File: src/rtl/gray_to_binary_serial.sv
// gray_to_binary_serial: serial MSB-first Gray-to-binary decoder with valid/ready on both sides
module gray_to_binary_serial #(
   parameter int WIDTH = 4
) (
   input  logic             clk,
   input  logic             rst,
   input  logic             in_valid,
   output logic             in_ready,
   input  logic [WIDTH-1:0] G,
   output logic             out_valid,
   input  logic             out_ready,
   output logic [WIDTH-1:0] B,
   output logic             busy
);
   typedef enum logic [1:0] {IDLE, CONV, DONE} state_t;
   localparam int IW = $clog2(WIDTH);
   localparam logic [IW-1:0] TOP = IW'(WIDTH - 1);
   state_t r_state, w_next;
   logic [WIDTH-1:0] r_gray, r_work, w_work;
   logic [IW-1:0] r_idx;
   logic w_bit;
   // the top bit has no higher neighbour, so it passes straight through
   always_comb begin
      w_bit = r_gray[r_idx] ^ ((r_idx == TOP) ? 1'b0 : r_work[r_idx + 1'b1]);
      w_work = r_work;
      w_work[r_idx] = w_bit;
      w_next = (r_state == IDLE) ? (in_valid ? CONV : IDLE)
             : (r_state == CONV) ? ((r_idx == '0) ? DONE : CONV)
             : (r_state == DONE && !out_ready) ? DONE : IDLE;
   end
   always_ff @(posedge clk) begin
      if (rst) begin
         r_state <= IDLE;
         r_gray  <= '0;
         r_work  <= '0;
         r_idx   <= '0;
         B       <= '0;
      end else begin
         r_state <= w_next;
         if (r_state == IDLE && in_valid) begin
            r_gray <= G;
            r_work <= '0;
            r_idx  <= TOP;
         end
         if (r_state == CONV) begin
            r_work <= w_work;
            if (r_idx != '0) r_idx <= r_idx - 1'b1;
            else B <= w_work;
         end
      end
   end
   assign in_ready  = (r_state == IDLE) && !rst;
   assign busy      = (r_state == CONV);
   assign out_valid = (r_state == DONE);
endmodule

File: config.mk
export PLATFORM = sky130hd
export DESIGN_NAME = gray_to_binary_serial
export DESIGN_NICKNAME = d
export VERILOG_FILES = /design/src/rtl/gray_to_binary_serial.sv
export SDC_FILE = /design/constraint.sdc
export NUM_CORES = 1
export LEC_CHECK = 0
export CORE_MARGIN = 8
export CORE_UTILIZATION = 45
export CTS_CLUSTER_DIAMETER = 60
export DETAILED_ROUTE_END_ITERATION = 10
export PLACE_DENSITY_LB_ADDON = 0.25
export SLEW_MARGIN = 20
export SYNTH_ARGS = -nofsm -noshare
export SYNTH_HDL_FRONTEND = slang
export SYNTH_SLANG_ARGS = --single-unit
File: constraint.sdc
create_clock -name clk -period 3.8 [get_ports clk]
set_clock_uncertainty 0.2 [all_clocks]
set_input_delay 0.76 -clock clk [delete_from_list [all_inputs] [get_ports clk]]
set_output_delay 0.76 -clock clk [all_outputs]
set_load 0.1 [all_outputs]
==> metrics.json, run 1 <==
{
  "cells_and_area": {
    "areaGrowthSynthToFinish_pct": 25.4,
    "finalInstanceArea_um2": 1020,
    "antennaDiodeCount": 0,
    "fill_cells": 166,
    "multi_input_area_um2": 473,
    "sequential_cell_area_um2": 320,
    "finish.utilization": 0.593,
    "final_layout_size_suffix_gt1_frac": 0.144,
    "design.final.nets": 110
  },
  "floorplan": {
    "die_footprint_um2": 3440,
    "initial_util": 0.473,
    "floorplan.core_area_um2": 1730,
    "die_x_um": 58.6,
    "fp.dieH_um": 58.6,
    "placementRows": 15,
    "top_level_ports": 15
  },
  "synthesis": {
    "syn_nets": 94,
    "synth.yosys.warnings": 0,
    "distinct_cells_synth": 27,
    "synthesis.area_per_instance_um2": 9.96,
    "synth_sequential_area_ratio": 0.392,
    "synth_top_cell_area_share": 0.392,
    "netlist_top_cells_area": "sky130_fd_sc_hd__dfxtp_1, sky130_fd_sc_hd__mux2i_1, sky130_fd_sc_hd__ha_1, sky130_fd_sc_hd__nand2b_1, sky130_fd_sc_hd__nor2_1",
    "synth_seq_cells": 16,
    "synthesis.area_um2": 817,
    "yosysTopAreaCell": "sky130_fd_sc_hd__dfxtp_1",
    "syn-instance-count": 82
  },
  "cts": {
    "post_cts_sizing": 0,
    "cts-root-to-sink-buffers": 2,
    "cts-root-buf": "sky130_fd_sc_hd__clkbuf_4",
    "cts_inserted_buffers": 3,
    "buffers_inserted_by_post_cts_timing_repair": 0,
    "clock_tree.htree_level_count": 1,
    "ctsHoldBuffers": 0,
    "path_clk_slew_ns": 0.10,
    "clk_latency_ns": 0.30,
    "cts_tree": "yes",
    "tritoncts_num_sinks": 16
  },
  "global_route": {
    "grt_overflow_total": 0,
    "grt_pass1_vias": 684,
    "global_router_s_overall_resource_usage": 0.110,
    "initial_antenna_violation_count": 0,
    "grt_first_pass_wirelength_um": 2940,
    "grt_max_degree": 21
  },
  "flow_run": {
    "max_cap_violations": 0
  },
  "worst_setup_path": {
    "worstPathRequired_ns": 2.84,
    "critPathLaunchType": "register",
    "critical_path_arrival_ns": 1.77,
    "path_depth": 1,
    "r2r_cells": 6,
    "r2r_setup_slack_ns": 1.66,
    "endpoint_kind": "output port",
    "ordered_cell_list_for_the_critical_path": "clkdlybuf4s50_1",
    "critPathBufInv": 1,
    "setup.worst_path.start": "B[0]$_SDFFE_PP0P_",
    "reg2reg_from": "r_idx[0]$_SDFF_PP0_",
    "worst_path_max_delay_cell": "sky130_fd_sc_hd__clkdlybuf4s50_1",
    "r2r_end": "B[1]$_SDFFE_PP0P_",
    "path_max_fanout": 2,
    "critical_path_start_end_classification": "register to output port",
    "critical-path-top-delay-family": "buffers and inverters",
    "worst_setup_path_endpoint": "B[0]",
    "critical_path.max_stage_delay_ns": 1.13
  },
  "power": {
    "power_frac_clock": 0.264,
    "p_seq_frac": 0.437,
    "combinationalPowerShare": 0.299,
    "cellLeakagePower_nw": 0.395,
    "worst_supply_voltage_drop_on_vdd_v": 0.000278,
    "switching_power_mw": 0.147,
    "power_per_cell_area_nw_per_um2": 422,
    "swShare": 0.340,
    "power.internal_mw": 0.285
  },
  "route": {
    "route.antenna.remaining_nets": 0,
    "met1Wirelength_um": 692,
    "routed_wirelength_um": 1640,
    "wl_per_cell_um": 13.5,
    "initialDrtViolationCount": 7,
    "met3RoutedLength_um": 101,
    "top_layer_used": "met4",
    "drtPass1Iterations": 2,
    "viasPerCell": 5.41,
    "via_count": 660,
    "post-route-drc-count": 0,
    "met2_wirelength_um": 825
  },
  "placed_design": {
    "dp.final_hpwl_um": 1240,
    "place.port_buffers": 14,
    "area_after_dpl_um2": 988,
    "globalplace.congestion": 0.740
  },
  "timing": {
    "layout_min_cycle_time_ns": 2.73,
    "slew_viol_final": 0,
    "max-slew-margin-rel": 0.354,
    "finalHoldViolCount": 0,
    "post-route-period-util": 0.719,
    "setup_viol_count_final": 0,
    "setup-tns-final_ns": 0,
    "tightest_slew_ns": 0.967,
    "grt_setup_unrepaired": "false",
    "fmax_achieved_mhz": 366
  },
  "min_path": {
    "worst_hold_path_type": "register to register"
  },
  "status": {
    "run_status": "complete, no violations"
  }
}
cells in the final DEF, fill, tap and decap left out, types with 2 or more instances in the layout:
cell                              count
sky130_fd_sc_hd__ha_1                 4
sky130_fd_sc_hd__o21ai_0              3
sky130_fd_sc_hd__a21oi_1              3
sky130_fd_sc_hd__mux2i_1              9
sky130_fd_sc_hd__o31ai_1              4
sky130_fd_sc_hd__nor2b_1              4
sky130_fd_sc_hd__clkdlybuf4s50_1     11
sky130_fd_sc_hd__nor2_1               8
sky130_fd_sc_hd__nand3b_1             3
sky130_fd_sc_hd__nand2b_1             5
sky130_fd_sc_hd__nand2_1              2
sky130_fd_sc_hd__buf_4                3
sky130_fd_sc_hd__dfxtp_1             16
sky130_fd_sc_hd__inv_1                3
sky130_fd_sc_hd__o32ai_1              3
sky130_fd_sc_hd__clkbuf_4             3
sequential cells by signal, indices dropped and copies added (netlist names):
signal and cells:
r_work 4, r_state 2, B 4, r_idx 2, r_gray 4
per-layer routing:
layer,vias up,global-route usage
li1,324,-
met1,320,0.113
met2,11,0.184
met3,5,0.0565
met4,0,0.0444
met5,-,0
through the flow:
step                      setup slack, ns  std cells  hold slack [ns]  power [mW]
after global placement               1.08        118            0.235       0.321
after global routing                0.994        122            0.294       0.455
after floorplan                     0.519         82            0.255       0.290
after detailed placement             1.07        118            0.259       0.322
final                                1.07        122            0.277       0.432
after CTS                            1.05        122            0.282       0.438
cells in the mapped netlist (all sizes together):
cell type / instances
a311oi: 1
dfxtp: 16
buf: 1
o31ai: 4
inv: 3
o32ai: 3
xnor2: 1
o21ai: 3
or2: 1
a21oi: 3
clkbuf: 3
o21ba: 1
nand3b: 3
nor2: 8
nor2b: 4
mux2i: 9
nand2b: 5
nor3: 1
nand2: 2
ha: 4
a32oi: 1
o22ai: 1
a211oi: 1
nor3b: 1
mux4: 1
o21bai: 1
area by class of cell:
cell class	count	share of cell area
multi-input combinational	59	0.462
sequential	16	0.313
timing repair buffer	15	0.149
clock buffer	4	0.0354
tap	25	0.0305
inverter	3	0.0110
power groups by stage:
stage               Combinational, mW  Sequential (mW)  Clock [mW]
floorplan                      0.0889            0.201           0
global placement                0.129            0.192           0
detailed placement              0.130            0.193           0
CTS                             0.130            0.189       0.119
global route                    0.139            0.191       0.126
finish                          0.129            0.189       0.114
how the worst min path moves through the flow:
stage,cells past startpoint,endpoint,slack [ns],start
finish,2,B[0]$_SDFFE_PP0P_,0.28,B[0]$_SDFFE_PP0P_
global route,2,B[0]$_SDFFE_PP0P_,0.29,B[0]$_SDFFE_PP0P_
CTS,2,B[0]$_SDFFE_PP0P_,0.28,B[0]$_SDFFE_PP0P_
detailed placement,2,B[0]$_SDFFE_PP0P_,0.26,B[0]$_SDFFE_PP0P_
global placement,2,B[0]$_SDFFE_PP0P_,0.24,B[0]$_SDFFE_PP0P_
floorplan,2,r_gray[2]$_SDFFE_PP0P_,0.25,r_gray[2]$_SDFFE_PP0P_
kinds of logic (layout without fill, tap and decap cells):
family,after synthesis,after routing,share of synthesized area
and+or+nand+nor,25,25,0.172
AOI/OAI and AO/OA,19,19,0.182
DFF,16,16,0.392
muxes,10,10,0.138
buffers and inverters,7,22,0.0352
adders and majority gates,4,4,0.0613
xor gates and xnor gates,1,1,0.0199
Power figures use the tool's default switching activity.
==> inputs of run 2 (changes only) <==
clock period = 2.3 ns   (was 3.8 ns; I/O delays follow)
==> metrics.json, run 2 (same netlist as run 1, synthesis figures left out) <==
{
  "worst_setup_path": {
    "endpoint_kind": "register",
    "critical_path_arrival_ns": 2.00,
    "path_max_fanout": 6,
    "reg2reg_from": "r_idx[1]$_SDFF_PP0_",
    "r2r_end": "B[2]$_SDFFE_PP0P_",
    "worst_path_max_delay_cell": "sky130_fd_sc_hd__dfxtp_1",
    "critical_path.max_stage_delay_ns": 0.44,
    "critical_path_start_end_classification": "register to register",
    "ordered_cell_list_for_the_critical_path": "inv_1 -> ha_1 -> mux2i_1 -> o22ai_4 -> xnor2_2 -> o32ai_1",
    "worstPathRequired_ns": 2.26,
    "r2r_setup_slack_ns": 0.26,
    "r2r_cells": 6,
    "critPathLaunchType": "register",
    "setup.worst_path.start": "r_idx[1]$_SDFF_PP0_"
  },
  "placed_design": {
    "area_after_dpl_um2": 1030,
    "dp.final_hpwl_um": 1280,
    "place.port_buffers": 14,
    "globalplace.congestion": 0.817,
    "pre_cts_slack_ns": 0.323
  },
  "cts": {
    "cts_tree": "yes",
    "cts-root-buf": "sky130_fd_sc_hd__clkbuf_4",
    "tritoncts_num_sinks": 16,
    "clk_latency_ns": 0.28,
    "clock_tree.htree_level_count": 1,
    "ctsHoldBuffers": 0,
    "post_cts_sizing": 0,
    "buffers_inserted_by_post_cts_timing_repair": 0,
    "path_clk_slew_ns": 0.09,
    "cts_inserted_buffers": 3,
    "cts-root-to-sink-buffers": 2
  },
  "power": {
    "cellLeakagePower_nw": 0.424,
    "worst_supply_voltage_drop_on_vdd_v": 0.000338,
    "power_per_cell_area_nw_per_um2": 685
  },
  "cells_and_area": {
    "multi_input_area_um2": 482,
    "fill_cells": 155,
    "design.final.nets": 113,
    "antennaDiodeCount": 0,
    "most_frequent_cells_in_the_layout": "sky130_fd_sc_hd__dfxtp_1, sky130_fd_sc_hd__mux2i_1, sky130_fd_sc_hd__nor2_1, sky130_fd_sc_hd__buf_4, sky130_fd_sc_hd__clkdlybuf4s50_1",
    "top_regs": "B x4, r_gray x4, r_work x4",
    "layout_commonest_cell": "sky130_fd_sc_hd__dfxtp_1",
    "finalInstanceArea_um2": 1070,
    "sequential_cell_area_um2": 320,
    "final_layout_size_suffix_gt1_frac": 0.220,
    "areaGrowthSynthToFinish_pct": 31.1
  },
  "route": {
    "wl_per_cell_um": 13.5,
    "met2_wirelength_um": 809,
    "initialDrtViolationCount": 8,
    "route.antenna.remaining_nets": 0,
    "drtPass1Iterations": 4,
    "routed_wirelength_um": 1690,
    "top_layer_used": "met4",
    "met1Wirelength_um": 796,
    "met3RoutedLength_um": 70,
    "post-route-drc-count": 0,
    "viasPerCell": 5.12,
    "via_count": 640
  },
  "global_route": {
    "grt_max_degree": 20,
    "initial_antenna_violation_count": 0,
    "grt_pass1_vias": 652,
    "global_router_s_overall_resource_usage": 0.107,
    "grt_overflow_total": 0,
    "grt_first_pass_wirelength_um": 2900
  },
  "timing": {
    "tightest_slew_ns": 0.349,
    "fin_ws_ns": 0.263,
    "finalHoldViolCount": 0,
    "fmax_achieved_mhz": 491,
    "setup-tns-final_ns": 0,
    "layout_min_cycle_time_ns": 2.04,
    "slew_viol_final": 0,
    "grt_setup_unrepaired": "false",
    "post-route-period-util": 0.886,
    "setup_viol_count_final": 0,
    "max-slew-margin-rel": 0.766
  },
  "min_path": {
    "worst_hold_path_type": "register to register",
    "timing.hold.worst_endpoint": "B[0]$_SDFFE_PP0P_",
    "holdPathStages": 2,
    "min-delay-start": "B[0]$_SDFFE_PP0P_"
  },
  "floorplan": {
    "top_level_ports": 15,
    "die_footprint_um2": 3440,
    "placementRows": 15,
    "die_x_um": 58.6,
    "initial_util": 0.473,
    "floorplan.core_area_um2": 1730,
    "fp.dieH_um": 58.6
  },
  "status": {
    "run_status": "complete, no violations"
  },
  "flow_run": {
    "max_cap_violations": 0
  }
}
==> run 2: cell count changes in the layout (fill, tap and decap cells not counted) <==
cell,delta
sky130_fd_sc_hd__buf_12,+2
sky130_fd_sc_hd__clkdlybuf4s50_1,-4
sky130_fd_sc_hd__buf_4,+5
sky130_fd_sc_hd__nor3_2,-1
sky130_fd_sc_hd__nor2b_1,-1
sky130_fd_sc_hd__nor2b_2,+1
sky130_fd_sc_hd__nor3_4,+1
==> run 2: layout make-up <==
cell class	count	share of cell area
Clock buffer	4	0.0339
Inverter	3	0.0105
Multi-Input combinational cell	59	0.450
Sequential cell	16	0.299
Tap cell	25	0.0292
Timing Repair Buffer	18	0.178
==> run 2: worst max-delay path, delay by kind of cell, from the launching register on <==
| kind | cells | cell delay, ns |
|---|---|---|
| xor gates and xnor gates | 1 | 0.31 |
| DFF | 1 | 0.44 |
| buffers and inverters | 1 | 0.09 |
| AOI/OAI and AO/OA | 2 | 0.25 |
| muxes | 1 | 0.30 |
| adders and majority gates | 1 | 0.33 |
==> run 2: how the worst max path moves through the flow <==
stage | slack (ns) | end
after CTS | 0.29 | B[2]$_SDFFE_PP0P_
final | 0.26 | B[2]$_SDFFE_PP0P_
after global routing | 0.10 | B[1]$_SDFFE_PP0P_
after detailed placement | 0.32 | B[2]$_SDFFE_PP0P_
after floorplan | 0.01 | B[1]$_SDFFE_PP0P_
after global placement | 0.33 | in_ready
==> run 2: metrics by stage <==
| step | utilization | std cells | hold WS (ns) | power [mW] |
|---|---|---|---|---|
| 3_3_place_gp | 0.599 | 121 | 0.242 | 0.550 |
| 5_1_grt | 0.620 | 125 | 0.293 | 0.772 |
| 3_5_place_dp | 0.599 | 121 | 0.245 | 0.556 |
| 2_1_floorplan | - | 82 | 0.255 | 0.482 |
| 6_report | 0.620 | 125 | 0.262 | 0.734 |
| 4_1_cts | 0.620 | 125 | 0.267 | 0.743 |
==> run 2: where the power goes <==
group | switching [mW] | internal (mW)
registers | 0.0153 | 0.294
clock network | 0.0883 | 0.0962
logic | 0.144 | 0.0962
==> run 2: per-layer routing <==
| metal | global-route usage | vias up |
|---|---|---|
| met3 | 0.0261 | 2 |
| li1 | - | 333 |
| met1 | 0.128 | 297 |
| met5 | 0 | - |
| met4 | 0.0614 | 0 |
| met2 | 0.172 | 8 |
